### src/rtl/alu_seq_pkg.sv
// Shared encodings for the ALU op sequencer.
// Modes, ALU function codes, flag indices and FSM states.
package alu_seq_pkg;

  localparam logic [1:0] MODE_SINGLE = 2'b00;
  localparam logic [1:0] MODE_MUL    = 2'b01;
  localparam logic [1:0] MODE_ACC    = 2'b10;
  localparam logic [1:0] MODE_CLR    = 2'b11;

  localparam logic [3:0] FN_ADD  = 4'b0000;
  localparam logic [3:0] FN_SUB  = 4'b0001;
  localparam logic [3:0] FN_AND  = 4'b0100;
  localparam logic [3:0] FN_OR   = 4'b0101;
  localparam logic [3:0] FN_XOR  = 4'b0110;
  localparam logic [3:0] FN_SLL  = 4'b1000;
  localparam logic [3:0] FN_SRL  = 4'b1001;
  localparam logic [3:0] FN_SRA  = 4'b1010;
  localparam logic [3:0] FN_PASS = 4'b1111;

  localparam int FLAG_Z = 3;
  localparam int FLAG_N = 2;
  localparam int FLAG_C = 1;
  localparam int FLAG_V = 0;

  typedef enum logic [2:0] {
    S_IDLE      = 3'd0,
    S_EXEC      = 3'd1,
    S_MUL_ADD   = 3'd2,
    S_MUL_SHIFT = 3'd3,
    S_RESP      = 3'd4
  } state_t;

endpackage

### src/rtl/alu_seq_mul_reg.sv
// Shift-add multiply datapath: {cy,hi,lo} register,
// multiplicand and step counter, sequenced by the FSM.
module alu_seq_mul_reg
  import alu_seq_pkg::*;
#(
  parameter int MUL_STEPS = 4
) (
  input  logic       clk,
  input  logic       reset,
  input  logic       load,
  input  logic       add_cap,
  input  logic       shift,
  input  logic [3:0] mcand_in,
  input  logic [3:0] mplier_in,
  input  logic [3:0] alu_y,
  input  logic       alu_c,
  output logic [3:0] mcand,
  output logic [3:0] hi_next,
  output logic [7:0] prod_next,
  output logic       last
);

  logic       cy;
  logic [3:0] hi;
  logic [3:0] lo;
  logic [2:0] cnt;

  // Load, conditional add capture, then a right shift per step
  always_ff @(posedge clk) begin
    if (reset) begin
      cy    <= 1'b0;
      hi    <= 4'h0;
      lo    <= 4'h0;
      mcand <= 4'h0;
      cnt   <= 3'd0;
    end else if (load) begin
      cy    <= 1'b0;
      hi    <= 4'h0;
      lo    <= mplier_in;
      mcand <= mcand_in;
      cnt   <= 3'(MUL_STEPS);
    end else if (add_cap) begin
      if (lo[0]) begin
        cy <= alu_c;
        hi <= alu_y;
      end else begin
        cy <= 1'b0;
      end
    end else if (shift) begin
      cy  <= 1'b0;
      hi  <= {cy, hi[3:1]};
      lo  <= {hi[0], lo[3:1]};
      cnt <= cnt - 3'd1;
    end
  end

  assign hi_next   = {cy, hi[3:1]};
  assign prod_next = {cy, hi, lo[3:1]};
  assign last      = (cnt == 3'd1);

endmodule

### src/rtl/alu_op_sequencer.sv
// Command FSM driving an external 4-bit ALU over one
// or more cycles; single/acc/clr ops and 4x4 multiply.
module alu_op_sequencer
  import alu_seq_pkg::*;
#(
  parameter int MUL_STEPS = 4
) (
  input  logic       clk,
  input  logic       reset,
  input  logic       cmd_valid,
  output logic       cmd_ready,
  input  logic [1:0] cmd_mode,
  input  logic [3:0] cmd_func,
  input  logic [3:0] cmd_a,
  input  logic [3:0] cmd_b,
  output logic [3:0] alu_a,
  output logic [3:0] alu_b,
  output logic [3:0] alu_func,
  input  logic [3:0] alu_y,
  input  logic [3:0] alu_flags,
  output logic       rsp_valid,
  input  logic       rsp_ready,
  output logic [7:0] rsp_data,
  output logic [3:0] rsp_flags,
  output logic [3:0] acc
);

  state_t     state;
  logic       is_acc;
  logic       accept;
  logic       mul_load;
  logic [3:0] mcand;
  logic [3:0] hi_next;
  logic [7:0] prod_next;
  logic       last;

  assign cmd_ready = (state == S_IDLE);
  assign rsp_valid = (state == S_RESP);
  assign accept    = cmd_valid && cmd_ready;
  assign mul_load  = accept && (cmd_mode == MODE_MUL);

  alu_seq_mul_reg #(
    .MUL_STEPS(MUL_STEPS)
  ) u_mul (
    .clk      (clk),
    .reset    (reset),
    .load     (mul_load),
    .add_cap  (state == S_MUL_ADD),
    .shift    (state == S_MUL_SHIFT),
    .mcand_in (cmd_a),
    .mplier_in(cmd_b),
    .alu_y    (alu_y),
    .alu_c    (alu_flags[FLAG_C]),
    .mcand    (mcand),
    .hi_next  (hi_next),
    .prod_next(prod_next),
    .last     (last)
  );

  // Main sequencer: ALU operand regs, response and accumulator
  always_ff @(posedge clk) begin
    if (reset) begin
      state     <= S_IDLE;
      is_acc    <= 1'b0;
      alu_a     <= 4'h0;
      alu_b     <= 4'h0;
      alu_func  <= FN_PASS;
      rsp_data  <= 8'h00;
      rsp_flags <= 4'h0;
      acc       <= 4'h0;
    end else begin
      unique case (state)
        S_IDLE: begin
          if (cmd_valid) begin
            is_acc <= (cmd_mode == MODE_ACC);
            unique case (cmd_mode)
              MODE_SINGLE: begin
                alu_a    <= cmd_a;
                alu_b    <= cmd_b;
                alu_func <= cmd_func;
                state    <= S_EXEC;
              end
              MODE_ACC: begin
                alu_a    <= acc;
                alu_b    <= cmd_b;
                alu_func <= cmd_func;
                state    <= S_EXEC;
              end
              MODE_CLR: begin
                acc       <= 4'h0;
                rsp_data  <= 8'h00;
                rsp_flags <= 4'b1000;
                state     <= S_RESP;
              end
              MODE_MUL: begin
                alu_a    <= 4'h0;
                alu_b    <= cmd_a;
                alu_func <= FN_ADD;
                state    <= S_MUL_ADD;
              end
            endcase
          end
        end
        S_EXEC: begin
          rsp_data  <= {4'h0, alu_y};
          rsp_flags <= alu_flags;
          if (is_acc) acc <= alu_y;
          alu_a    <= 4'h0;
          alu_b    <= 4'h0;
          alu_func <= FN_PASS;
          state    <= S_RESP;
        end
        S_MUL_ADD: begin
          state <= S_MUL_SHIFT;
        end
        S_MUL_SHIFT: begin
          if (last) begin
            rsp_data  <= prod_next;
            rsp_flags <= {prod_next == 8'h00,
                          prod_next[7], 2'b00};
            alu_a    <= 4'h0;
            alu_b    <= 4'h0;
            alu_func <= FN_PASS;
            state    <= S_RESP;
          end else begin
            alu_a <= hi_next;
            alu_b <= mcand;
            state <= S_MUL_ADD;
          end
        end
        S_RESP: begin
          if (rsp_ready) state <= S_IDLE;
        end
        default: state <= S_IDLE;
      endcase
    end
  end

endmodule
### config.mk
export PLATFORM = sky130hd
export DESIGN_NAME = alu_op_sequencer
export DESIGN_NICKNAME = d
export VERILOG_FILES = /design/src/rtl/alu_seq_pkg.sv /design/src/rtl/alu_seq_mul_reg.sv /design/src/rtl/alu_op_sequencer.sv
export SDC_FILE = /design/constraint.sdc
export NUM_CORES = 1
export LEC_CHECK = 0
export CORE_ASPECT_RATIO = 0.8
export CORE_UTILIZATION = 45
export CTS_CLUSTER_DIAMETER = 30
export DETAILED_ROUTE_END_ITERATION = 12
export GPL_TIMING_DRIVEN = 0
export HOLD_SLACK_MARGIN = 0.15
export PLACE_DENSITY_LB_ADDON = 0.3
export SLEW_MARGIN = 20
export SYNTH_ARGS = -nofsm -noshare
export SYNTH_HDL_FRONTEND = slang
export SYNTH_SLANG_ARGS = --single-unit
### constraint.sdc
create_clock -name clk -period 1.85 [get_ports clk]
set_input_delay 0.37 -clock clk [delete_from_list [all_inputs] [get_ports clk]]
set_output_delay 0.37 -clock clk [all_outputs]
set_load 0.02 [all_outputs]
Word-level counts from Yosys, hierarchy flattened
Cells that the tools add are included.
Storage, ports and cells
  latch bits: 0
  memory bits (read-only): 0
  memory bits (writable): 0
  register bits: 48
  logic and storage cells: 95
  output and inout port bits: 30
  memories kept: 0
Cells by class
  bitwise gates (word level): 1
  reductions and logical operators: 21
  shifts and indexed selects: 0
  muxes and demuxes: 41
  multiply operators: 0
  div/mod/pow operators: 0
  $add $sub $neg: 1
  equal/unequal tests: 17
  $lt $le $gt $ge: 0
Operators by type and width (number)
  two-way mux 4 bit: 18
  one-hot mux 4 bit (3 select lines): 5
  two-way mux 8 bit: 3
  one-hot mux 4 bit (2 select lines): 3
  one-hot mux 8 bit (3 select lines): 1
  two-way mux 3 bit: 6
  one-hot mux 3 bit (5 select lines): 1
  AND reduction 4 bit: 3
  != test 2 bit, second input constant: 5
  AND reduction 2 bit: 5
  one-hot mux 3 bit (3 select lines): 1
  logical NOT 8 bit: 1
  equality test 3 x 1 -> 1 bit, second input constant: 2
  equality test 3 x 2 -> 1 bit, second input constant: 2
  AND reduction 3 bit: 2
  nonzero test 2 bit: 3
  equality test 2 bit, second input constant: 2
  != test 2 x 1 -> 1 bit, second input constant: 2
  != test 4 x 1 -> 1 bit, second input constant: 1
  OR reduction 2 bit: 2
  equality test 3 bit, second input constant: 1
  logical NOT 3 bit: 1
  two-way mux 1 bit: 3
  != test 3 x 2 -> 1 bit, second input constant: 1
  other kinds (6): 7

Depth between registers and ports, before layout
  depth after elaboration: 5
  depth in mapped cells: 7
  mapped depth without buffers: 6

Cells and area by module
A second synthesis with hierarchy kept.
Unflattened totals
  cell total of the unflattened synthesis: 294
  area total of the unflattened synthesis: 2521.2 um^2
Modules (own cells, without submodules)
  alu_op_sequencer: area each 1730.4 um^2, seq. area each 640.6 um^2, cells an instance 209, instances 1
  alu_seq_mul_reg: area each 790.8 um^2, seq. area each 320.3 um^2, cells an instance 85, instances 1

Least setup slack after synthesis
Ideal clock, no wire load.
  path type: input-to-reg
  from: input port cmd_mode[1]
  to: register alu_a[0]
  arrival time: 1.641 ns
  path slack: 0.068 ns
  library setup time: 0.141 ns
  path buffers: 2
  cell stages on the path: 7
  path through: inv_1 ha_1 clkbuf_1 or4_1 buf_2 a21oi_1 a211oi_1
On the way
  word-level cells in the longest chain between the ends: 4
  elaborated cells between the ends (all ways): 8
  classes of those cells: eq/ne: 3; mux: 3; reduce/logical: 2
Ends and longest elaborated chain
  start: declaration: RTL line alu_op_sequencer.sv:12  | input logic [1:0] cmd_mode,
  equality test 2 x 1 -> 1 bit, or another cell as far along: RTL line alu_op_sequencer.sv:76  | unique case (cmd_mode)
  one-hot mux 4 bit (3 select lines): RTL line alu_op_sequencer.sv:76
  two-way mux 4 bit: RTL line alu_op_sequencer.sv:74  | if (cmd_valid) begin
  one-hot mux 4 bit (3 select lines): RTL line alu_op_sequencer.sv:72  | unique case (state)
  end signal: assignment: RTL line alu_op_sequencer.sv:78  | alu_a <= cmd_a;
  end signal: assignment: RTL line alu_op_sequencer.sv:126  | alu_a <= hi_next;
  end: declaration: RTL line alu_op_sequencer.sv:16  | output logic [3:0] alu_a,
Parallel ways exist; a longest one is shown, timed or not. The select of a mux whose other input is x is not followed.
A chain may end at the register's enable or synchronous reset.

Worst setup path after layout
  from: register state[1]
  to: register alu_a[3]
On the way
  word-level cells in the longest chain between the ends: 3
  elaborated cells between the ends (all ways): 8
  classes of those cells: eq/ne: 4; mux: 1; reduce/logical: 3
Ends and longest elaborated chain
  start: declaration: RTL line alu_op_sequencer.sv:28  | state_t state;
  start signal: assignment: RTL line alu_op_sequencer.sv:63  | state <= S_IDLE;
  start signal: assignment: RTL line alu_op_sequencer.sv:81  | state <= S_EXEC;
  start signal: assignment: RTL line alu_op_sequencer.sv:87  | state <= S_EXEC;
  logical NOT 3 bit, or another cell as far along: RTL line alu_op_sequencer.sv:72
  != test 4 x 1 -> 1 bit (no line), or another cell as far along
  AND reduction 3 bit (no line)
Parallel ways exist; a longest one is shown, timed or not.

==> run_results.csv <==
group,metric,value,unit
sta,fin_crit_sh,96.3,%
sta,hold_viol,0,
critical_path,critPathKind,"reg -> reg",
power_and_ir_drop,total_power,0.00248,W
cells_and_area,area_growth,30.8,%
cts,clkTransAtPathRegs,0.09,ns
place,preCtsSetupSlack,-0.737,ns
sta,rsz0062_at_grt,"false",
synthesis,syn_area,2420,um2
cts,cts_buffers,5,
place,io_buffers,54,
synthesis,syn_nets,325,
critical_path,worstPathRequired,2.02,ns
sta,setup_tns,0,ns
synthesis,yosysUniqueCellTypes,37,
power_and_ir_drop,p_leak,1.13,nW
cts,cts_tree,"done",
global_routing,grt_first_pass_wirelength,11.1,mm
synthesis,synth_top_area_share,39.6,%
floorplan,dieArea,5690,um2
global_routing,grtUsageTotal,25.6,%
place,gp_congestion,0.919,
critical_path,cpPeakStageDelay,0.40,ns
cells_and_area,final_cell_mix,"49 x clkdlybuf4s50_1, 47 x dfxtp_1, 46 x a21oi_1",
critical_path,worst_setup_path_start_kind,"flop",
cts,cts_root_buffer,"clkbuf_8",
floorplan,die_w,84.1,um
place,place_hpwl,5.20,mm
floorplan,rows,23,
run_status,violations,"DRC",
routing,drt_first_pass_iters,10,
critical_path,crit_buf_inv,2,
sta,drv_slew,0,
routing,num_vias,2418,
synthesis,synth_seq_cells,48,
power_and_ir_drop,powerDensity,782,nW/um2
run_status,status,"finished, violations left",
critical_path,arrival,1.95,ns
cells_and_area,utilization,62.3,%
sta,fmax,561,MHz
sta,setup_violations,0,
sta,hold-worst-slack,0.464,ns
synthesis,ys.warnings.count,0,
global_routing,grt_overflow,0,
synthesis,synth_flop_cell,"dfxtp_1",
sta,layout_setup_ws,0.0681,ns
critical_path,cp-endpoint,"alu_a[3]",
floorplan,design.core.area,5090,um2
floorplan,die_h,67.7,um
sta,relSlewSlack,50.1,%
critical_path,crit_start,"state[1]",
cells_and_area,final_common_cell,"clkdlybuf4s50_1",
routing,ant_nets,0,
worst_hold_path,hp-class,"reg -> reg",
critical_path,reg2reg_from,"state[1]",
power_and_ir_drop,vdd_drop_max,0.474,mV
global_routing,grt_max_degree,15,
critical_path,critPathTopFamily,"simple AND/OR/NAND/NOR gates",
cells_and_area,nets,384,
cts,cts_resized,22,
synthesis,synth.area.top_cells,"dfxtp_1 40%, a21oi_1 9.5%, mux2i_1 7.4%",
critical_path,reg2reg_to,"alu_a[3]",
cts,clockBufferDepth,2,
cts,cts.hold.buffers_added,0,
routing,routedWlPerCell,16.7,um
flow_run,drv_cap,0,
critical_path,worstPathCellList,"buf_6 > or3_4 > or4_1 > buf_2 > a21oi_1 > a211oi_1",
routing,vias_per_cell,5.87,
cells_and_area,num-fill-cells,469,
global_routing,first_global_vias,2209,
sta,fin_skew,0.00843,ns
cts,cts_setup_buffers,0,
cells_and_area,multi_input_area,1390,um2
global_routing,antenna_found_initial,0,
routing,drt_iter0_markers,214,
routing,wl,6.88,mm
critical_path,crit_path_top_delay_cell,"or4_1",
synthesis,synth.avg_cell_area,8.33,um2
synthesis,yosysSeqAreaShare,39.6,%
synthesis,synthArstFlopShare,0,%
synthesis,synth.largest_area_cell,"dfxtp_1",
critical_path,cp_max_fo,8,
routing,drc,13,
floorplan,ios,56,
cells_and_area,ff_latch_area,965,um2
critical_path,ff2ff_setup_slack,0.07,ns
cells_and_area,diodes,0,
cts,htree_levels,2,
synthesis,synth_edf_count,0,
cts,clkLatencyLatePin,0.31,ns
critical_path,endpoint_kind,"flop",
critical_path,cp.depth,6,
cts,cts.sinks,48,
sta,worst_pin_slew,0.742,ns
critical_path,reg2regPathDepth,6,
floorplan,start_util,47.6,%
synthesis,synthCells,291,
sta,final.min_clock_period,1.78,ns
cells_and_area,drive_gt1_share,11.1,%
## synth_stat cells (2+ instances only)
cell type  instances
a211oi_1          19
a21oi_1           46
a31oi_1            3
and3_1             3
buf_2              4
buf_4              2
clkbuf_1          12
dfxtp_1           48
ha_1               8
inv_1              8
mux2i_1           18
nand2_1           22
nand2b_1          11
nand3_1           13
nand4_1            4
nor2_1            25
nor2b_1            3
nor3_1             4
nor4_1             4
o21ai_0           12
or4_1              6
## where the power goes
part           total, W  internal, W  switching, W
logic          0.000686     0.000298      0.000388
clock network  0.000651     0.000298      0.000353
registers       0.00114      0.00110     0.0000440
total           0.00248      0.00170      0.000785
## per-stage QoR
stage,instance area (um2),std cells
floorplan,2420,291
global placement,3040,407
detailed placement,3040,407
CTS,3160,413
global route,3170,412
finish,3170,412
## sequential cells by signal, summed over array words and instances (netlist names)
name,cells
u_mul.cnt,3
alu_a,4
acc,4
u_mul.mcand,4
state,3
u_mul.hi,4
u_mul.lo,4
alu_b,4
rsp_data,8
is_acc,1
alu_func,4
rsp_flags,4
u_mul.cy,1
## layout make-up
cell class                      count  share of cell area [%]
Multi-Input combinational cell    216                    43.7
Sequential cell                    48                    30.4
Timing Repair Buffer               54                    16.8
Buffer                             17                    2.84
Clock buffer                        6                    2.60
Tap cell                           62                    2.45
Inverter                            8                   0.947
Clock inverter                      1                   0.276
## kinds of logic (layout without fill, tap and decap cells)
group | Yosys count | in the layout | synth area share [%]
xor+xnor | 2 | 2 | 0.723
compound gates | 86 | 86 | 21.1
simple gates | 102 | 102 | 22.0
fa+ha+maj | 8 | 8 | 4.13
buf+inv | 27 | 86 | 5.00
flops | 48 | 48 | 39.6
mux | 18 | 18 | 7.43
## tightest hold or removal path, stage by stage, from the launching register on
cell and delay, ns:
dfxtp_1 0.32, nand2_1 0.05, a21oi_1 0.05
## metal layers
metal | routed length, um | track usage (%)
met2 | 2880 | 39.4
met4 | 138 | 8.84
met3 | 589 | 6.60
met5 | 0 | 0
met1 | 3260 | 34.9
## worst min-delay path by stage
stage | cells past startpoint | end | from
after global routing | 2 | u_mul.mcand[3] | u_mul.mcand[3]
after global placement | 2 | u_mul.mcand[3] | u_mul.mcand[3]
final | 2 | u_mul.mcand[2] | u_mul.mcand[2]
after floorplan | 2 | u_mul.mcand[0] | u_mul.mcand[0]
after detailed placement | 2 | u_mul.mcand[3] | u_mul.mcand[3]
after CTS | 2 | u_mul.mcand[2] | u_mul.mcand[2]
(Power assumes the default switching activity.)
